--- src/rtl/dcache_control_nway.sv ---
// dcache_control_nway: N-way set-associative write-back data-cache controller.
// Sits between the CPU data port and the physical-memory port. It holds only
// the control state and the latched victim way; tag/valid/dirty/PLRU arrays
// live in the datapath. Optional performance counters are built when the
// macro DCACHE_PERF_CNT_EN is defined; otherwise hit_count, miss_count and
// wb_count are tied to zero and no counter flops exist.
module dcache_control_nway #(
    parameter int unsigned  NUM_WAYS   = 4,
    parameter int unsigned  LINE_BYTES = 32,
    localparam int unsigned WAY_W      = $clog2(NUM_WAYS)
) (
    input  logic                  clk,
    input  logic                  rst_n,
    input  logic                  mem_read,
    input  logic                  mem_write,
    input  logic [LINE_BYTES-1:0] mem_byte_enable256,
    output logic                  mem_resp,
    input  logic [NUM_WAYS-1:0]   hit_way,
    input  logic [NUM_WAYS-1:0]   valid_out,
    input  logic [NUM_WAYS-1:0]   dirty_out,
    input  logic [NUM_WAYS-2:0]   plru_in,
    output logic [NUM_WAYS-2:0]   plru_out,
    output logic                  load_plru,
    output logic [NUM_WAYS-1:0]   wren,
    output logic [LINE_BYTES-1:0] byte_en,
    output logic                  data_in_sel,
    output logic [NUM_WAYS-1:0]   load_tag,
    output logic [NUM_WAYS-1:0]   load_valid,
    output logic [NUM_WAYS-1:0]   load_dirty,
    output logic [NUM_WAYS-1:0]   set_valid,
    output logic [NUM_WAYS-1:0]   set_dirty,
    output logic [WAY_W-1:0]      victim_way,
    output logic                  pmem_addr_sel,
    output logic                  pmem_read,
    output logic                  pmem_write,
    input  logic                  pmem_resp,
    output logic [31:0]           hit_count,
    output logic [31:0]           miss_count,
    output logic [31:0]           wb_count
);

    typedef enum logic [1:0] {
        ST_LOOKUP,
        ST_WR_COMMIT,
        ST_WRITE_BACK,
        ST_FILL
    } state_e;

    state_e             state_q, state_d;
    logic [WAY_W-1:0]   victim_q, victim_d;

    logic               req, is_write;
    logic               hit_any, inv_any;
    logic [WAY_W-1:0]   hit_idx, inv_idx, plru_vic, miss_vic;
    logic [NUM_WAYS-2:0] plru_upd;

    // Simultaneous read and write is treated as a read.
    assign req      = mem_read | mem_write;
    assign is_write = mem_write & ~mem_read;
    assign victim_way = victim_q;

    // Lowest-index priority for the hit way and for the first invalid way.
    always_comb begin
        hit_any = 1'b0;
        hit_idx = '0;
        inv_any = 1'b0;
        inv_idx = '0;
        for (int unsigned i = 0; i < NUM_WAYS; i++) begin
            if (hit_way[i] && !hit_any) begin
                hit_any = 1'b1;
                hit_idx = WAY_W'(i);
            end
            if (!valid_out[i] && !inv_any) begin
                inv_any = 1'b1;
                inv_idx = WAY_W'(i);
            end
        end
    end

    // Tree-PLRU: heap-ordered nodes; at depth d the node on way w's path is
    // (2^d - 1) + (w >> (WAY_W - d)), and the branch taken is bit WAY_W-1-d of w.
    always_comb begin
        int unsigned node;
        int unsigned pos;
        node     = 0;
        pos      = 0;
        plru_upd = plru_in;
        for (int unsigned d = 0; d < WAY_W; d++) begin
            node = (32'd1 << d) - 32'd1 + (32'(hit_idx) >> (WAY_W - d));
            plru_upd[node] = ~hit_idx[WAY_W-1-d];
        end
        for (int unsigned d = 0; d < WAY_W; d++) begin
            node = (32'd1 << d) - 32'd1 + pos;
            pos  = (pos << 1) | 32'(plru_in[node]);
        end
        plru_vic = WAY_W'(pos);
    end

    // Invalid ways are filled before any valid line is evicted.
    assign miss_vic = inv_any ? inv_idx : plru_vic;

    // Control state and latched victim.
    always_ff @(posedge clk or negedge rst_n) begin
        if (!rst_n) begin
            state_q  <= ST_LOOKUP;
            victim_q <= '0;
        end else begin
            state_q  <= state_d;
            victim_q <= victim_d;
        end
    end

    // Next-state and all array/memory strobes.
    always_comb begin
        state_d       = state_q;
        victim_d      = victim_q;
        mem_resp      = 1'b0;
        plru_out      = '0;
        load_plru     = 1'b0;
        wren          = '0;
        byte_en       = '0;
        data_in_sel   = 1'b0;
        load_tag      = '0;
        load_valid    = '0;
        load_dirty    = '0;
        set_valid     = '0;
        set_dirty     = '0;
        pmem_addr_sel = 1'b0;
        pmem_read     = 1'b0;
        pmem_write    = 1'b0;
        unique case (state_q)
            ST_LOOKUP: begin
                if (req) begin
                    if (hit_any) begin
                        load_plru = 1'b1;
                        plru_out  = plru_upd;
                        if (is_write) begin
                            wren[hit_idx]       = 1'b1;
                            byte_en             = mem_byte_enable256;
                            load_dirty[hit_idx] = 1'b1;
                            set_dirty[hit_idx]  = 1'b1;
                            state_d             = ST_WR_COMMIT;
                        end else begin
                            mem_resp = 1'b1;
                        end
                    end else begin
                        victim_d = miss_vic;
                        state_d  = (valid_out[miss_vic] && dirty_out[miss_vic])
                                   ? ST_WRITE_BACK : ST_FILL;
                    end
                end
            end
            ST_WR_COMMIT: begin
                mem_resp = 1'b1;
                state_d  = ST_LOOKUP;
            end
            ST_WRITE_BACK: begin
                pmem_write    = 1'b1;
                pmem_addr_sel = 1'b1;
                if (pmem_resp) begin
                    load_dirty[victim_q] = 1'b1;
                    state_d              = ST_FILL;
                end
            end
            ST_FILL: begin
                pmem_read   = 1'b1;
                data_in_sel = 1'b1;
                if (pmem_resp) begin
                    wren[victim_q]       = 1'b1;
                    byte_en              = '1;
                    load_tag[victim_q]   = 1'b1;
                    load_valid[victim_q] = 1'b1;
                    set_valid[victim_q]  = 1'b1;
                    load_dirty[victim_q] = 1'b1;
                    state_d              = ST_LOOKUP;
                end
            end
            default: state_d = ST_LOOKUP;
        endcase
    end

`ifdef DCACHE_PERF_CNT_EN
    logic [31:0] hit_cnt_q, miss_cnt_q, wb_cnt_q;
    logic        hit_evt, miss_evt, wb_evt;

    assign hit_evt  = (state_q == ST_LOOKUP) && req && hit_any;
    assign miss_evt = (state_q == ST_LOOKUP) && req && !hit_any;
    assign wb_evt   = (state_q == ST_WRITE_BACK) && pmem_resp;

    // Free-running event counters, wrapping at 2^32.
    always_ff @(posedge clk or negedge rst_n) begin
        if (!rst_n) begin
            hit_cnt_q  <= '0;
            miss_cnt_q <= '0;
            wb_cnt_q   <= '0;
        end else begin
            if (hit_evt)  hit_cnt_q  <= hit_cnt_q + 32'd1;
            if (miss_evt) miss_cnt_q <= miss_cnt_q + 32'd1;
            if (wb_evt)   wb_cnt_q   <= wb_cnt_q + 32'd1;
        end
    end

    assign hit_count  = hit_cnt_q;
    assign miss_count = miss_cnt_q;
    assign wb_count   = wb_cnt_q;
`else
    assign hit_count  = '0;
    assign miss_count = '0;
    assign wb_count   = '0;
`endif

endmodule
--- config.mk ---
export PLATFORM = sky130hd
export DESIGN_NAME = dcache_control_nway
export DESIGN_NICKNAME = d
export VERILOG_FILES = /design/src/rtl/dcache_control_nway.sv
export SDC_FILE = /design/constraint.sdc
export NUM_CORES = 1
export LEC_CHECK = 0
export BUFFER_PORTS_ARGS = -buffer_cell sky130_fd_sc_hd__buf_4
export CORE_AREA = 2 2 84 86
export CTS_BUF_LIST = sky130_fd_sc_hd__clkbuf_2
export CTS_CLUSTER_SIZE = 25
export DETAILED_ROUTE_END_ITERATION = 12
export DIE_AREA = 0 0 86 88
export HOLD_SLACK_MARGIN = 0.15
export PLACE_DENSITY = 0.68
export SETUP_SLACK_MARGIN = 0.1
export SYNTH_ARGS = -nofsm -noshare
export SYNTH_HDL_FRONTEND = slang
export SYNTH_SLANG_ARGS = --single-unit
--- constraint.sdc ---
create_clock -name clk -period 5.1 [get_ports clk]
set_input_delay 1.02 -clock clk [delete_from_list [all_inputs] [get_ports clk]]
set_output_delay 1.02 -clock clk [all_outputs]
set_load 0.02 [all_outputs]
==> results of run 1 <==
## worst max path at each step
stage                from           to  slack, ns  depth (start not counted)
3_5_place_dp   hit_way[1]   byte_en[3]       1.68                          7
2_1_floorplan   pmem_resp      wren[0]       1.98                          3
3_3_place_gp   hit_way[1]   byte_en[3]       1.71                          7
5_1_grt        hit_way[1]  byte_en[30]       1.57                          7
4_1_cts        hit_way[1]   byte_en[3]       1.68                          7
6_report       hit_way[1]   byte_en[3]       1.70                          7
## area by class of cell
type	instances	area, sq um
clock buffer	3	15.0
tap	80	100
timing repair buffer	120	901
sequential	4	100
fill	744	4350
inverter	10	37.5
multi-input combinational	238	1140
## placed cells by master (no fill, tap or decap), types with 3 or more instances in the layout
cell type	instances
clkbuf_2	3
nand3b_1	3
inv_1	10
nand2_1	47
buf_4	120
nor2_1	11
nand3_1	3
conb_1	96
dfrtp_1	4
ha_1	5
nor2b_1	3
a21oi_1	39
o21ai_0	6
## layer usage
metal / vias up / global-route usage / routed length [um]
met4: 0 / 0.0216 / 18
met1: 796 / 0.156 / 2140
met3: 2 / 0.00943 / 473
met2: 114 / 0.209 / 2570
li1: 893 / - / -
met5: - / 0 / 0
## logic make-up after synthesis
| family | after synthesis | share of synthesized area |
|---|---|---|
| buffers and inverters | 127 | 0.498 |
| DFF | 4 | 0.0567 |
| AOI/OAI and AO/OA | 57 | 0.189 |
| muxes | 3 | 0.0198 |
| other | 1 | 0.00212 |
| and+or+nand+nor | 77 | 0.199 |
| adders and majority gates | 5 | 0.0354 |
## state kept, by name, summed over array words and instances, names as in the netlist
register and cells:
state_q 2, victim_way 2
## stage by stage
stage	area, sq um	setup slack (ns)
finish	2300	1.70
global route	2300	1.57
CTS	2300	1.68
detailed placement	2280	1.68
global placement	2280	1.71
floorplan	2120	1.98
## power groups by stage
stage | logic (mW) | clock network (mW) | registers [mW]
after floorplan | 0.383 | 0 | 0.0675
after global placement | 0.504 | 0 | 0.0716
after detailed placement | 0.510 | 0 | 0.0712
after CTS | 0.512 | 0.0315 | 0.0706
after global routing | 0.553 | 0.0338 | 0.0738
final | 0.510 | 0.0306 | 0.0698
## worst reg2reg max path, stage by stage (launching register included)
cell and delay (ns):
dfrtp_1 0.43, inv_1 0.11, ha_1 0.34, o21ai_0 0.19, o22ai_1 0.30, nor2_1 0.10
a22o_1 0.19
==> metrics.yaml, run 1 <==
num_vias: 1805
avgRoutedWirePerCell_um: 11.5
rsz0062_at_grt: "no"
cts_max_level: 1
grt_pass1_wl_um: 7160
crit_type: "in2out"
fin_crit_ns: 3.40
post_cts_resized: 0
powerDensity_nw_per_um2: 266
clk_latency_ns: 0.22
clock_path_buffers: 2
hold_start: "state_q[1]"
leakage_nw: 1.33
cpLargestDelayFamily: "simple AND/OR/NAND/NOR gates"
p_int_mw: 0.232
ant_nets: 0
cts_root_buffer: "clkbuf_2"
synth_area_per_cell_sq_um: 6.44
cp_max_fo: 32
netlist_area_sq_um: 1770
fin_skew_ns: 0.000956
r2r_slack_ns: 3.35
fin_total_pwr_mw: 0.610
die_y_um: 88
p_sw_mw: 0.378
fin_hold_ws_ns: 0.539
clkPwrFrac: 0.050
grt_util_all_layers: 0.117
hold_buffers: 0
final_util: 0.346
initial_core_util: 0.266
io_pins: 215
drv_slew: 0
synth_common_cells: "106 x buf_4, 47 x nand2_1, 39 x a21oi_1"
fmax_ghz: 0.294
hold_depth: 2
crit_chain: "buf_4 > nor4_4 > nor2_2 > buf_4 > nand2_1 > a21oi_1 > buf_4"
gp_congestion: 0.740
grt_pass1_vias: 1445
synthCells: 274
dieWidth_um: 86
cp_slowest_stage_delay_ns: 0.48
core_area_sq_um: 6640
wl_um: 5210
relSlewSlack: 0.248
grt_max_degree: 37
fin_nets: 434
port_buffers: 118
synth-seq-cells: 4
clkTransAtPathRegs_ns: 0.05
crit_buf_inv: 3
initialDrtViolationCount: 72
synth.top_cell.area_share: 0.451
tightest_slew_ns: 1.13
place_inst: 452
cts_tree: "done"
antenna_cells: 0
fp-row-count: 30
finalCritPeriodShare: 0.668
syn_to_final_growth_pct: 30.2
start_kind: "input pin"
reg2reg_depth: 6
synth_area_leaders: "buf_4 45%, a21oi_1 11%, nand2_1 10%, dfrtp_1 5.7%, ha_1 3.5%"
irDropWorstVdd_v: 0.000131
drcViolationCount: 0
grt_antenna_before_repair: 0
viasPerCell: 3.97
die_area_sq_um: 7570
cts_post_setup_buffers_inserted: 0
critPathRequiredTime_ns: 4.08
crit_top_cell: "buf_4"
outcome: "finished clean"
arrival_ns: 2.38
p_seq_frac: 0.114
fin_cells: 455
synth_edf_count: 0
cts_inserted_buffers: 3
tns_ns: 0
final-setup-viol-count: 0
reg2reg_from: "state_q[0]"
ys_seq_area_frac: 0.0567
hold_viol: 0
crit_slowest_cell: "nor4_4"
hold_end: "state_q[1]"
clkSinkCount: 4
r2r-end: "state_q[0]"
p_sw_frac: 0.619
maxCapViolations: 0
async_flop_share: 1.00
final_layout_size_suffix_gt1_frac: 0.344
p_comb_frac: 0.835
yosys_warnings: 0
globalRoute.totalOverflow: 0
end_kind: "output port"
synth_flop_cell: "dfrtp_1"
dp_hpwl_um: 4340
yosysTopAreaCell: "buf_4"
synth.distinct_cells: 33
hold_path_class: "reg2reg"
yosysMostFrequentCell: "buf_4"
firstDrtPassIters: 4
(Power assumes the default switching activity.)
==> run 2: changes to the inputs <==
CORE_AREA = 2 2 82 84   (was 2 2 84 86)
DIE_AREA = 0 0 84 86   (was 0 0 86 88)
PLACE_DENSITY = 0.71   (was 0.68)
clock period = 3.51 ns   (was 5.1 ns; I/O delays follow)
==> metrics.yaml, run 2 (same netlist as run 1, synthesis figures left out) <==
start_kind: "flop"
grt_max_degree: 34  # -8.1%
fp-row-count: 29  # -3.3%
maxCapViolations: 0  # unchanged
clkSinkCount: 4  # unchanged
fin_total_pwr_mw: 0.879  # +44%
firstDrtPassIters: 4  # unchanged
crit_slowest_cell: "nor2_4"
clock_path_buffers: 2  # unchanged
end_kind: "output port"
cp_slowest_stage_delay_ns: 0.59  # +0.11 ns
tightest_slew_ns: 0.719  # -0.410 ns
cts_root_buffer: "clkbuf_2"
io_pins: 215  # unchanged
clk_latency_ns: 0.20  # -0.02 ns
grt_util_all_layers: 0.119  # +0.00168
globalRoute.totalOverflow: 0  # unchanged
grt_pass1_wl_um: 7170  # about the same
grt_antenna_before_repair: 0  # unchanged
placed_area_sq_um: 2280  # -0.16%
num_vias: 1827  # +1.2%
fin_skew_ns: 0.00146  # +0.000501 ns
layout_commonest_cell: "buf_4"
die_y_um: 86  # -2.3%
port_buffers: 118  # unchanged
tns_ns: 0  # unchanged
cp_max_fo: 32  # unchanged
cts_post_setup_buffers_inserted: 0  # unchanged
critPathRequiredTime_ns: 2.81  # -1.27 ns
crit_chain: "inv_1 > ha_1 > nand3b_1 > nor2_4 > nand2_1 > a21oi_1 > buf_4"
initial_core_util: 0.281  # +0.0155
fill_cells: 688  # -7.5%
ant_nets: 0  # unchanged
final_layout_size_suffix_gt1_frac: 0.344  # unchanged
finalCritPeriodShare: 0.884
final_cell_mix: "120 x buf_4, 96 x conb_1, 47 x nand2_1"
gp_congestion: 0.804  # +8.6%
initialDrtViolationCount: 72  # unchanged
leakage_nw: 1.33  # about the same
grt_pass1_vias: 1476  # +2.1%
arrival_ns: 2.40  # +0.02 ns
dieWidth_um: 84  # -2.3%
drcViolationCount: 0  # unchanged
final_util: 0.366  # +0.0204
crit_type: "reg2out"
antenna_cells: 0  # unchanged
hold_path_class: "in2async"
irDropWorstVdd_v: 0.000166  # +27%
fmax_ghz: 0.322
avgRoutedWirePerCell_um: 11.1  # -3.3%
fin_crit_ns: 3.10
drv_slew: 0  # unchanged
cts_tree: "done"
die_area_sq_um: 7220  # -4.5%
fin_nets: 434  # unchanged
relSlewSlack: 0.520  # +0.272
hold_viol: 0  # unchanged
dp_hpwl_um: 4110  # -5.3%
design_area_sq_um: 2300  # about the same
clkTransAtPathRegs_ns: 0.04  # about the same
core_area_sq_um: 6280  # -5.5%
cts_inserted_buffers: 3  # unchanged
viasPerCell: 4.04  # +1.9%
syn_to_final_growth_pct: 30.3  # about the same
rsz0062_at_grt: "no"
final-setup-viol-count: 0  # unchanged
outcome: "finished clean"
wl_um: 5010  # -3.9%
cts_max_level: 1  # unchanged
powerDensity_nw_per_um2: 382  # +44%
[run 2: cell counts in the layout (fill, tap and decap cells not counted)]
Identical to the previous run, type by type.
[run 2: metal layers]
layer  GRT usage  wire length, um  up-vias
li1            -                -      897
met1       0.149             1920      811
met2       0.219             2570      119
met3      0.0192              512        0
met4      0.0176                0        0
met5           0                0        -
[run 2: what timing repair did]
action,in CTS,in global routing
endpoints found under the setup margin,32,0
resized for setup,1,0
hold buffers,0,0
[run 2: worst paths after layout]
check | from | endpoint | slack (ns) | depth (start not counted)
worst max-delay path | state_q[0] | byte_en[0] | 0.41 | 7
worst min-delay path | rst_n | state_q[0] | 0.28 | 1
worst max register to register | state_q[0] | state_q[0] | 1.84 | 6
worst min register to register | state_q[1] | state_q[1] | 0.56 | 2
max in group asynchronous | rst_n | victim_way[0] | 3.13 | 1
min in group clk | state_q[1] | state_q[1] | 0.56 | 2
[run 2: area by class of cell]
type / count / area, sq um / area share
inverters: 10 / 37.5 / 0.0163
flip-flops and latches: 4 / 100 / 0.0435
repair buffers: 120 / 901 / 0.392
well taps: 77 / 96.3 / 0.0419
clock buffers: 3 / 15.0 / 0.00653
multi-input cells: 238 / 1150 / 0.500
[run 2: critical path, delay by kind of cell, from the launching register on]
family          cells  cell delay [ns]
fa+ha+maj           1             0.35
compound gates      1             0.22
simple gates        3             0.90
buf+inv             2             0.29
flops               1             0.43
[run 2: power by group]
| group | internal (mW) | switching, mW | total [mW] | leakage [nW] |
|---|---|---|---|---|
| clock | 0.0230 | 0.0177 | 0.0406 | 0.0125 |
| sequential | 0.0637 | 0.0336 | 0.0972 | 0.0522 |
| combinational | 0.258 | 0.483 | 0.741 | 1.26 |
[run 2: through the flow]
stage	std cells	hold WS (ns)	worst slack, ns
2_1_floorplan	369	0.406	0.904
3_3_place_gp	449	0.498	0.278
3_5_place_dp	449	0.498	0.193
4_1_cts	452	0.276	0.353
5_1_grt	452	0.268	0.181
6_report	452	0.284	0.407
